`src/rtl/dmem_arbiter.sv`:
```
// dmem_arbiter: two-port req/ack arbiter and sequencer for the single-port data memory.
// Each access is IDLE (grant) -> SERVE (memory cycle) -> RESP (ack + read data).
// Build option DMEM_ARB_FIXED_PRIO_EN: port 0 always wins a tie (port 1 may starve);
// without it, ties are resolved round-robin against the last granted port.
module dmem_arbiter #(
    parameter int unsigned ADDR_W = 16,
    parameter int unsigned DATA_W = 32
) (
    input  logic              clk,
    input  logic              rst_n,
    input  logic              req0,
    input  logic              we0,
    input  logic [ADDR_W-1:0] addr0,
    input  logic [DATA_W-1:0] wdata0,
    output logic              ack0,
    output logic [DATA_W-1:0] rdata0,
    input  logic              req1,
    input  logic              we1,
    input  logic [ADDR_W-1:0] addr1,
    input  logic [DATA_W-1:0] wdata1,
    output logic              ack1,
    output logic [DATA_W-1:0] rdata1,
    output logic [ADDR_W-1:0] mem_address,
    output logic [DATA_W-1:0] mem_write_data,
    output logic              mem_write,
    output logic              mem_read,
    input  logic [DATA_W-1:0] mem_read_data,
    output logic              busy
);

    localparam logic [1:0] ST_IDLE  = 2'd0;
    localparam logic [1:0] ST_SERVE = 2'd1;
    localparam logic [1:0] ST_RESP  = 2'd2;

    logic [1:0]        state;
    logic [1:0]        next_state;
    logic              sel;
    logic              win_c;
    logic              win_we_c;
    logic [ADDR_W-1:0] win_addr_c;
    logic [DATA_W-1:0] win_wdata_c;
`ifndef DMEM_ARB_FIXED_PRIO_EN
    logic              last_grant;
`endif

    // Winner selection among pending requests and mux of the winner's attributes
    always_comb begin
        win_c = 1'b0;
`ifdef DMEM_ARB_FIXED_PRIO_EN
        win_c = ~req0;
`else
        if (req0 && req1) begin
            win_c = ~last_grant;
        end else begin
            win_c = ~req0;
        end
`endif
        win_we_c    = win_c ? we1    : we0;
        win_addr_c  = win_c ? addr1  : addr0;
        win_wdata_c = win_c ? wdata1 : wdata0;
    end

    // Next-state logic: every access takes exactly one SERVE and one RESP cycle
    always_comb begin
        next_state = state;
        case (state)
            ST_IDLE:  if (req0 || req1) next_state = ST_SERVE;
            ST_SERVE: next_state = ST_RESP;
            ST_RESP:  next_state = ST_IDLE;
            default:  next_state = ST_IDLE;
        endcase
    end

    // State register
    always_ff @(posedge clk or negedge rst_n) begin
        if (!rst_n) begin
            state <= ST_IDLE;
        end else begin
            state <= next_state;
        end
    end

    // Grant latch, memory controls, read-data capture and ack pulses
    always_ff @(posedge clk or negedge rst_n) begin
        if (!rst_n) begin
            sel            <= 1'b0;
`ifndef DMEM_ARB_FIXED_PRIO_EN
            last_grant     <= 1'b1;
`endif
            ack0           <= 1'b0;
            ack1           <= 1'b0;
            rdata0         <= '0;
            rdata1         <= '0;
            mem_address    <= '0;
            mem_write_data <= '0;
            mem_write      <= 1'b0;
            mem_read       <= 1'b0;
            busy           <= 1'b0;
        end else begin
            ack0           <= 1'b0;
            ack1           <= 1'b0;
            mem_address    <= '0;
            mem_write_data <= '0;
            mem_write      <= 1'b0;
            mem_read       <= 1'b0;
            busy           <= (next_state != ST_IDLE);
            case (state)
                ST_IDLE: begin
                    if (req0 || req1) begin
                        // Memory controls double as the latched transaction for SERVE
                        sel            <= win_c;
`ifndef DMEM_ARB_FIXED_PRIO_EN
                        last_grant     <= win_c;
`endif
                        mem_address    <= win_addr_c;
                        mem_write_data <= win_wdata_c;
                        mem_write      <= win_we_c;
                        mem_read       <= ~win_we_c;
                    end
                end
                ST_SERVE: begin
                    // A write returns zero on the requester's rdata
                    if (sel) begin
                        rdata1 <= mem_write ? '0 : mem_read_data;
                        ack1   <= 1'b1;
                    end else begin
                        rdata0 <= mem_write ? '0 : mem_read_data;
                        ack0   <= 1'b1;
                    end
                end
                default: ;
            endcase
        end
    end

endmodule

```
`config.mk`:
```
export PLATFORM = sky130hd
export DESIGN_NAME = dmem_arbiter
export DESIGN_NICKNAME = d
export VERILOG_FILES = /design/src/rtl/dmem_arbiter.sv
export SDC_FILE = /design/constraint.sdc
export NUM_CORES = 1
export LEC_CHECK = 0
export CORE_MARGIN = 1
export CORE_UTILIZATION = 35
export DETAILED_ROUTE_END_ITERATION = 8
export MAX_ROUTING_LAYER = met4
export PLACE_DENSITY = 0.76
export SETUP_SLACK_MARGIN = 0.02
export SLEW_MARGIN = 20
export SYNTH_ARGS = -nofsm -noshare
export SYNTH_HDL_FRONTEND = slang
export SYNTH_SLANG_ARGS = --single-unit
```
`constraint.sdc`:
```
create_clock -name clk -period 1.5 [get_ports clk]
set_input_delay 0.375 -clock clk [delete_from_list [all_inputs] [get_ports clk]]
set_output_delay 0.375 -clock clk [all_outputs]
set_load 0.01 [all_outputs]
```
==> reports/qor.yml <==
syn_area_sq_um: 5060
setup_viol: 0
drc: 0
cts_max_level: 4
use_met2: 0.336
syn_inst: 488
post-cts-setup-buffers: 0
critPathRequiredTime_ns: 1.78
cp_cell_sequence: "or3b_2 -> clkbuf_16 -> nand2_1 -> o21ai_1"
switching_share: 0.334
setup_slack_ns: 0.0250
ios: 251
use_met1: 0.226
syn_to_final_growth_pct: 63.6
critical_path_class: "flop to flop"
switching_power_w: 0.00490
layout-drive-gt1-share: 0.0946
drt-initial-drc-count: 199
finClkSkew_ns: 0.00585
fp.coreArea_sq_um: 14000
fp.dieH_microns: 122
hpwl_microns: 10100
p_comb_frac: 0.394
maxCapViolCount: 0
wl_per_cell_microns: 16.0
grt.busiest_layer: "met2"
preCtsSetupSlack_ns: -0.272
grt_usage: 0.203
first_global_vias: 4650
cts_num_sinks: 121
cp_slowest_cell: "or3b_2"
routed_wl_microns: 14700
viasPerCell: 4.95
path_max_fanout: 32
dr_total_vias: 4557
cts_tree: "done"
ys_types: 22
report.final.slew_viol_count: 0
ant_nets: 0
start_kind: "flop"
timing.final.crit_share: 0.983
clock_latency_ns: 0.40
seqCellArea_sq_um: 3030
n_antenna_cell: 0
antenna_found_initial: 0
clkTransAtPathRegs_ns: 0.05
use_met3: 0.0716
status: "finished, final reports clean"
yosysSeqAreaShare: 0.599
grt_overflow: 0
leakage_nw: 3.86
n_fill_cell: 1220
dpl-instance-area_sq_um: 7790
cts_made_buffers: 17
gp_congestion: 0.797
critPathArrivalTime_ns: 1.76
fp.dieArea_sq_um: 14900
rsz0062_at_grt: "yes"
multiInputGateArea_sq_um: 1790
crit_path_end_kind: "flop"
fmax_ghz: 0.678
worst_slew_pin_slew_ns: 0.302
worst_slew_margin_rel: 0.799
die_x_microns: 122
p_clk_frac: 0.258
hold_viol: 0
num_rows: 43
pwr-share-seq: 0.347
power.density_nw_per_um2: 1770
clockBufferDepth: 2
ys_ff_latch: 121
grt_max_degree: 66
syn_nets: 622
layout.nets: 866
power.internal_w: 0.00976
cp_slowest_stage_delay_ns: 0.54
io_buffers: 250
stdcell_area_sq_um: 8270
hold_ws_ns: 0.379
layout_min_cycle_time_ns: 1.47
synth_area_per_cell_sq_um: 10.4
cts-root-buf: "clkbuf_16"
grt_pass1_wl_microns: 22400
drtPass1Iterations: 4
ys_warn_count: 0
start_util: 0.361
hp-class: "input pin to async pin"
ir_drop_uv: 748
-- layout by cell type (no fill, tap or decap), types with 2 or more instances in the layout --
master and instances:
clkinv_2 2, dfrtp_1 120, clkbuf_8 6, clkdlybuf4s50_1 131, dlygate4sd2_1 82, nand3b_1 50, clkbuf_16 18, o21ai_1 15
buf_4 9, nor2_1 2, a21oi_1 49, nand2b_1 33, clkdlybuf4s15_1 35, inv_1 3, nand2_1 64, o21ai_2 17
o21ai_0 81, buf_12 9, mux2_2 2
-- cell families (layout without fill, tap and decap cells) --
family | Yosys count | count (layout) | synth area share
and+or+nand+nor | 154 | 154 | 0.171
buffers and inverters | 48 | 300 | 0.0507
muxes | 2 | 2 | 0.00445
AOI/OAI and AO/OA | 163 | 163 | 0.175
DFF | 121 | 121 | 0.599
-- repair_timing --
action	in CTS	in global routing
pin swaps	0	0
cloned	0	1
resized for setup	118	34
endpoints found under the setup margin	117	35
hold buffers	1	0
hold endpoints to repair	10	0
-- synth_stat cells (all sizes together) --
library cell  number  area [sq um]
dfrtp            120          3000
o21ai            114           638
nand2             64           240
nand3b            50           375
a21oi             49           245
nand2b            33           206
clkbuf            26           100
buf               18           141
inv                4          15.0
mux2               2          22.5
nor2               2          7.51
nor2b              2          12.5
and3b              1          8.76
dfstp              1          26.3
nor3               1          5.00
or3b               1          8.76
-- worst max-delay path, delay by kind of cell (launching register included) --
kind,cells,cell delay [ns]
buffers and inverters,1,0.26
AO/OA/AOI/OAI,1,0.05
flip-flops,1,0.40
AND/OR/NAND/NOR,2,0.63
-- path summary, 6_finish.rpt --
check                                             from  cells after the start  slack, ns                     end
worst max-delay path                   sel$_DFFE_PN0P_                      4       0.03   rdata0[6]$_DFFE_PN0P_
worst min-delay path                             rst_n                      2       0.38  rdata0[14]$_DFFE_PN0P_
worst max register to register         sel$_DFFE_PN0P_                      4       0.03   rdata0[6]$_DFFE_PN0P_
worst min register to register  rdata0[28]$_DFFE_PN0P_                      2       0.47  rdata0[28]$_DFFE_PN0P_
max in group asynchronous                        rst_n                      3       0.59  last_grant$_DFFE_PN1P_
min in group clk                                  req0                      3       0.38          busy$_DFF_PN0_
-- power groups by stage --
stage	clock, W	sequential, W	combinational [W]
6_report	0.00379	0.00509	0.00578
3_5_place_dp	0	0.00519	0.00649
2_1_floorplan	0	0.00572	0.00234
3_3_place_gp	0	0.00513	0.00635
4_1_cts	0.00389	0.00509	0.00569
5_1_grt	0.00403	0.00522	0.00638
-- final cells by class --
type | count | area share
Multi-Input combinational cell | 319 | 0.216
Tap cell | 180 | 0.0272
Sequential cell | 121 | 0.366
Inverter | 4 | 0.00181
Clock buffer | 24 | 0.0618
Clock inverter | 3 | 0.00484
Timing Repair Buffer | 269 | 0.322
-- state kept, by name, indices dropped and copies added, names as in the netlist --
name,cells
mem_address,16
mem_read,1
mem_write_data,32
busy,1
rdata0,32
mem_write,1
ack1,1
sel,1
ack0,1
state,2
rdata1,32
last_grant,1
-- metal layers --
layer	part of all wire	up-vias
met1	0.40	2188
met4	0.017	0
li1	-	2144
met5	0	-
met3	0.085	30
met2	0.50	195
-- per-stage QoR --
| step | instances | setup TNS [ns] | utilization | power (W) |
|---|---|---|---|---|
| floorplan | 488 | 0 | - | 0.00806 |
| global placement | 891 | -6.80 | 0.557 | 0.0115 |
| detailed placement | 891 | -9.55 | 0.557 | 0.0117 |
| CTS | 919 | 0 | 0.587 | 0.0147 |
| global route | 920 | -0.00508 | 0.592 | 0.0156 |
| finish | 920 | 0 | 0.592 | 0.0147 |
Note: power is estimated with default switching activity, not from simulation.
